**src/rtl/mem_output_capture.sv**
```systemverilog
// mem_output_capture: sink that captures a valid-qualified result stream into
// an internal memory, counts words, keeps a modular checksum and a sticky
// overflow flag, and pulses done once the programmed word count has arrived.
//
// Ports:
//   clk, rst_n    clock, asynchronous active-low reset
//   start         one-cycle pulse; arms a new capture (clears count/sum/flags)
//   num_of_dat    number of words to capture, sampled with start
//   dat_in        stream data, qualified by dat_in_vld
//   rd_addr       readback address; rd_data returns mem[rd_addr] one cycle later
//   busy          high while capturing
//   done          one-cycle pulse when the capture completes
//   word_cnt      words accepted in the current or last capture
//   checksum      modulo 2^WIDTH sum of accepted words
//   overflow      sticky; a word was dropped
module mem_output_capture #(
    parameter int unsigned WIDTH = 64,
    parameter int unsigned DEPTH = 32,
    parameter int unsigned CNT_W = 32
) (
    input  logic             clk,
    input  logic             rst_n,
    input  logic             start,
    input  logic [CNT_W-1:0] num_of_dat,
    input  logic [WIDTH-1:0] dat_in,
    input  logic             dat_in_vld,
    input  logic [CNT_W-1:0] rd_addr,
    output logic [WIDTH-1:0] rd_data,
    output logic             busy,
    output logic             done,
    output logic [CNT_W-1:0] word_cnt,
    output logic [WIDTH-1:0] checksum,
    output logic             overflow
);

    localparam int unsigned AW = (DEPTH > 1) ? $clog2(DEPTH) : 1;

    typedef enum logic [1:0] {
        IDLE    = 2'd0,
        CAPTURE = 2'd1,
        FINISH  = 2'd2
    } state_e;

    state_e           state_q, state_d;
    logic [CNT_W-1:0] target_q, target_d;
    logic [CNT_W-1:0] word_cnt_q, word_cnt_d;
    logic [WIDTH-1:0] checksum_q, checksum_d;
    logic             overflow_q, overflow_d;
    logic             completed_q, completed_d;
    logic             busy_q, busy_d;
    logic             done_q, done_d;
    logic [WIDTH-1:0] rd_data_q, rd_data_d;
    logic             mem_we_c;

    logic [WIDTH-1:0] mem [DEPTH];

    // Next-state, counters and flags; start overrides every state.
    always_comb begin
        state_d     = state_q;
        target_d    = target_q;
        word_cnt_d  = word_cnt_q;
        checksum_d  = checksum_q;
        overflow_d  = overflow_q;
        completed_d = completed_q;
        mem_we_c    = 1'b0;

        if (start) begin
            state_d     = CAPTURE;
            target_d    = num_of_dat;
            word_cnt_d  = '0;
            checksum_d  = '0;
            overflow_d  = 1'b0;
            completed_d = 1'b0;
        end else begin
            unique case (state_q)
                IDLE: begin
                    // Extra words after a finished capture are dropped.
                    if (dat_in_vld && completed_q) begin
                        overflow_d = 1'b1;
                    end
                end
                CAPTURE: begin
                    if (target_q == '0) begin
                        state_d = FINISH;
                    end else if (dat_in_vld && (word_cnt_q < target_q)) begin
                        // Words past DEPTH are still counted and summed.
                        mem_we_c   = (word_cnt_q < CNT_W'(DEPTH));
                        overflow_d = overflow_q | ~mem_we_c;
                        word_cnt_d = word_cnt_q + CNT_W'(1);
                        checksum_d = checksum_q + dat_in;
                        if ((word_cnt_q + CNT_W'(1)) == target_q) begin
                            state_d = FINISH;
                        end
                    end
                end
                FINISH: begin
                    state_d     = IDLE;
                    completed_d = 1'b1;
                    if (dat_in_vld) begin
                        overflow_d = 1'b1;
                    end
                end
                default: state_d = IDLE;
            endcase
        end

        busy_d = (state_d == CAPTURE);
        done_d = (state_d == FINISH);
    end

    // Readback mux; out-of-range addresses read as zero.
    always_comb begin
        rd_data_d = '0;
        if (rd_addr < CNT_W'(DEPTH)) begin
            rd_data_d = mem[rd_addr[AW-1:0]];
        end
    end

    // Control and output registers.
    always_ff @(posedge clk or negedge rst_n) begin
        if (!rst_n) begin
            state_q     <= IDLE;
            target_q    <= '0;
            word_cnt_q  <= '0;
            checksum_q  <= '0;
            overflow_q  <= 1'b0;
            completed_q <= 1'b0;
            busy_q      <= 1'b0;
            done_q      <= 1'b0;
            rd_data_q   <= '0;
        end else begin
            state_q     <= state_d;
            target_q    <= target_d;
            word_cnt_q  <= word_cnt_d;
            checksum_q  <= checksum_d;
            overflow_q  <= overflow_d;
            completed_q <= completed_d;
            busy_q      <= busy_d;
            done_q      <= done_d;
            rd_data_q   <= rd_data_d;
        end
    end

    // Capture memory; intentionally not reset.
    always_ff @(posedge clk) begin
        if (mem_we_c) begin
            mem[word_cnt_q[AW-1:0]] <= dat_in;
        end
    end

    assign rd_data  = rd_data_q;
    assign busy     = busy_q;
    assign done     = done_q;
    assign word_cnt = word_cnt_q;
    assign checksum = checksum_q;
    assign overflow = overflow_q;

endmodule
```
**config.mk**
```make
export PLATFORM = sky130hd
export DESIGN_NAME = mem_output_capture
export DESIGN_NICKNAME = d
export VERILOG_FILES = /design/src/rtl/mem_output_capture.sv
export SDC_FILE = /design/constraint.sdc
export NUM_CORES = 2
export LEC_CHECK = 0
export CORE_ASPECT_RATIO = 0.5
export CORE_MARGIN = 5
export CORE_UTILIZATION = 45
export CTS_CLUSTER_DIAMETER = 50
export DETAILED_ROUTE_END_ITERATION = 8
export PLACE_DENSITY = 0.66
export SLEW_MARGIN = 15
export SYNTH_ARGS = -nofsm -noshare
export SYNTH_HDL_FRONTEND = slang
export SYNTH_SLANG_ARGS = --single-unit
```
**constraint.sdc**
```tcl
create_clock -name clk -period 10.8 [get_ports clk]
set_clock_uncertainty 0.2 [all_clocks]
set_input_delay 2.16 -clock clk [delete_from_list [all_inputs] [get_ports clk]]
set_output_delay 2.16 -clock clk [all_outputs]
set_load 0.01 [all_outputs]
```
==> run metrics <==
status=complete, no violations; Sink Count=2246; DR WL/cell=32.0 µm; asr flop ratio synth=8.82%; Clock Path Buffers=4; xor/xnor share of the synthesized area=1.18%; pwr dens=177 nW/µm²; Crit. End Element=flip-flop; largest net degree at the start of global routing=128; total power=0.0183 W; Post-Synth Simple-Gate Area=3.21%; CTS tree=built; Final HPWL DP=137 mm; post-route insts no fill=7699; H-tree levels=4; Synth Instances=4483; sequential share of the synthesized area=73.6%; Placed Instance Area=97000 µm²; total of flip-flops plus latches after synthesis=2246; DRT met1 WL=99.1 mm; # port buffers=294; die area=210000 µm²; unrepaired setup endpoints after global routing=false; io pins=295; hold wc startpoint=completed_q; Netlist cell types=70; Rel. slew slack=16.2%; DR vias=47447; DIE WIDTH=643 µm; most frequent cell after synthesis=edfxtp_1; area delta synth->final=14.7%; VDD IR-drop max=0.169 mV; clk_lat worst skew=0.88 ns; post-synthesis adder-cell area fraction=1.39%; Synth Flop Type=edfxtp_1; Max Fclk=154 MHz; global placer's final weighted congestion=0.892; multi-input logic area=23000 µm²; Cell Count Post-Placement=7324; Post-DRT Antenna Nets=0; layout cells sized above 1=22.6%; GRT Util Overall=23.2%; top cells by count, synth=edfxtp_1 (2048), mux4_2 (640), nand2_1 (213), dfrtp_1 (198), nor2_1 (197); initial core utilization=45.2%; Num CTS Buffers=207; Pleak=34.0 nW; max-slew violation count=0; CTS Hold Buffers Added=0; post-synthesis net count=4715; Worst setup SP type=primary input; average cell area after synthesis=20.1 µm²; Final setup viols=0; HP Class=reg2reg; antenna violations before repair=8; metal3 WL=22.0 mm; max-cap viol count=0; Compound-Gate Fraction of Synth Area=2.71%; post-route cell area=104000 µm²; # fillers=15481; First-pass DRT Iterations=6; post-CTS sizing=0; met2 WL=117 mm; Die Span Y=327 µm; final worst path period share=60.2%; CP Max Fanout=33; Req. time, crit path=11.35 ns; Via density=6.16; Final Hold Violating Endpoints=0; Worst-path clk slew=0.06 ns; first-pass GRT wire length=353 mm; post-synth design cell area=90300 µm²; area leader, netlist=edfxtp_1; WL final=246 mm; vias in the first global route=48378; DRT iter0 DRCs=5974; fin nets=5110; FF-to-FF Start=word_cnt[2]; TNS Setup=0 ns; EDFF count, synth=2048; Least-Margin Pin Slew=1.25 ns; yosys warns=0; Root Driver=clkbuf_16; Crit. Startpoint=dat_in[12]; largest family of logic cells by synthesized area=multiplexers; core footprint=200000 µm²; WS Path Type=in2reg; Synth area leaders=edfxtp_1 (68%), mux4_2 (16%), dfrtp_1 (5.5%), ha_1 (1.4%), nand2_1 (0.89%); Post-CTS Setup Bufs=0; Period minus WS final=6.50 ns; Rows=116; DR top layer=met5; mux cell area share after synthesis=16.7%; area occupied by registers=66500 µm²; post-synth top area share=68.1%; WP data arrival=7.05 ns; total congestion overflow=0; DRC Markers=0
-- stage by stage --
step	hold slack, ns	setup WS [ns]	util [%]
after CTS	0.346	4.35	51.9
after global placement	0.282	3.47	48.6
after global routing	0.358	4.07	51.8
after detailed placement	0.288	3.48	48.6
final	0.348	4.30	51.8
after floorplan	0.263	4.22	-
-- cell families (layout without fill, tap and decap cells) --
logic type | Yosys count | in the layout
buffers and inverters | 282 | 842
XOR/XNOR | 122 | 122
AND/OR/NAND/NOR | 625 | 625
other | 0 | 1
multiplexers | 707 | 707
flip-flops | 2246 | 2246
adder cells (fa/ha/maj) | 100 | 100
AO/OA/AOI/OAI | 401 | 401
-- cell type report --
type                       count  share of cell area, %
inverter                      53                  0.192
multi-input combinational   1955                   22.2
timing repair buffer         415                   3.79
clock buffer                 279                   5.43
sequential                  2246                   64.2
clock inverter                95                  0.958
tap                         2655                   3.21
antenna                        1                0.00242
-- power by group --
| group | switching [W] | internal (W) | total (W) |
|---|---|---|---|
| clock | 0.00324 | 0.00406 | 0.00730 |
| sequential | 0.0000844 | 0.00955 | 0.00964 |
| combinational | 0.000819 | 0.000592 | 0.00141 |
-- layer usage --
metal,vias up,global-route usage [%]
li1,19210,-
met2,2495,36.9
met5,-,0
met3,408,3.68
met1,25332,33.3
met4,2,6.97
-- final timing paths --
kind                                 to  slack, ns  cells past startpoint
max reg2reg                 mem[27][50]       4.87                     11
min                         completed_q       0.35                      2
max in group asynchronous   rd_data[22]       7.84                      2
min in group asynchronous  target_q[24]       1.10                      1
max                        checksum[53]       4.30                     12
min reg2reg                 completed_q       0.35                      2
-- worst max-delay path, stage by stage --
cell,delay [ns]
clkdlybuf4s50_1,1.02
ha_1,0.73
nand2_1,0.14
o21bai_1,0.18
a211oi_1,0.25
o21a_1,0.25
a22o_1,0.22
o21ai_0,0.33
o41ai_2,0.78
a21boi_0,0.35
or4_1,0.54
nand3_1,0.09
-- cell usage in the layout (no fill, tap or decap), types with 37 or more instances in the layout --
cell | Yosys | final
mux4_2 | 640 | 640
ha_1 | 99 | 99
buf_4 | 0 | 109
nand3_1 | 37 | 37
a21o_1 | 52 | 52
o21ai_0 | 98 | 98
edfxtp_1 | 2048 | 2048
dfrtp_1 | 198 | 198
a21oi_1 | 149 | 149
clkbuf_16 | 0 | 209
nor2_1 | 197 | 165
inv_1 | 53 | 53
xnor2_1 | 72 | 72
nand2_1 | 213 | 213
clkdlybuf4s50_1 | 0 | 267
clkbuf_1 | 160 | 57
mux2i_1 | 66 | 66
xor2_1 | 50 | 50
-- registers in the layout, summed over array words and instances (netlist names) --
name	flops
mem	2048
checksum	64
rd_data	64
target_q	32
word_cnt	32
state_q	2
busy	1
completed_q	1
done	1
overflow	1
Note: power is estimated with default switching activity, not from simulation.
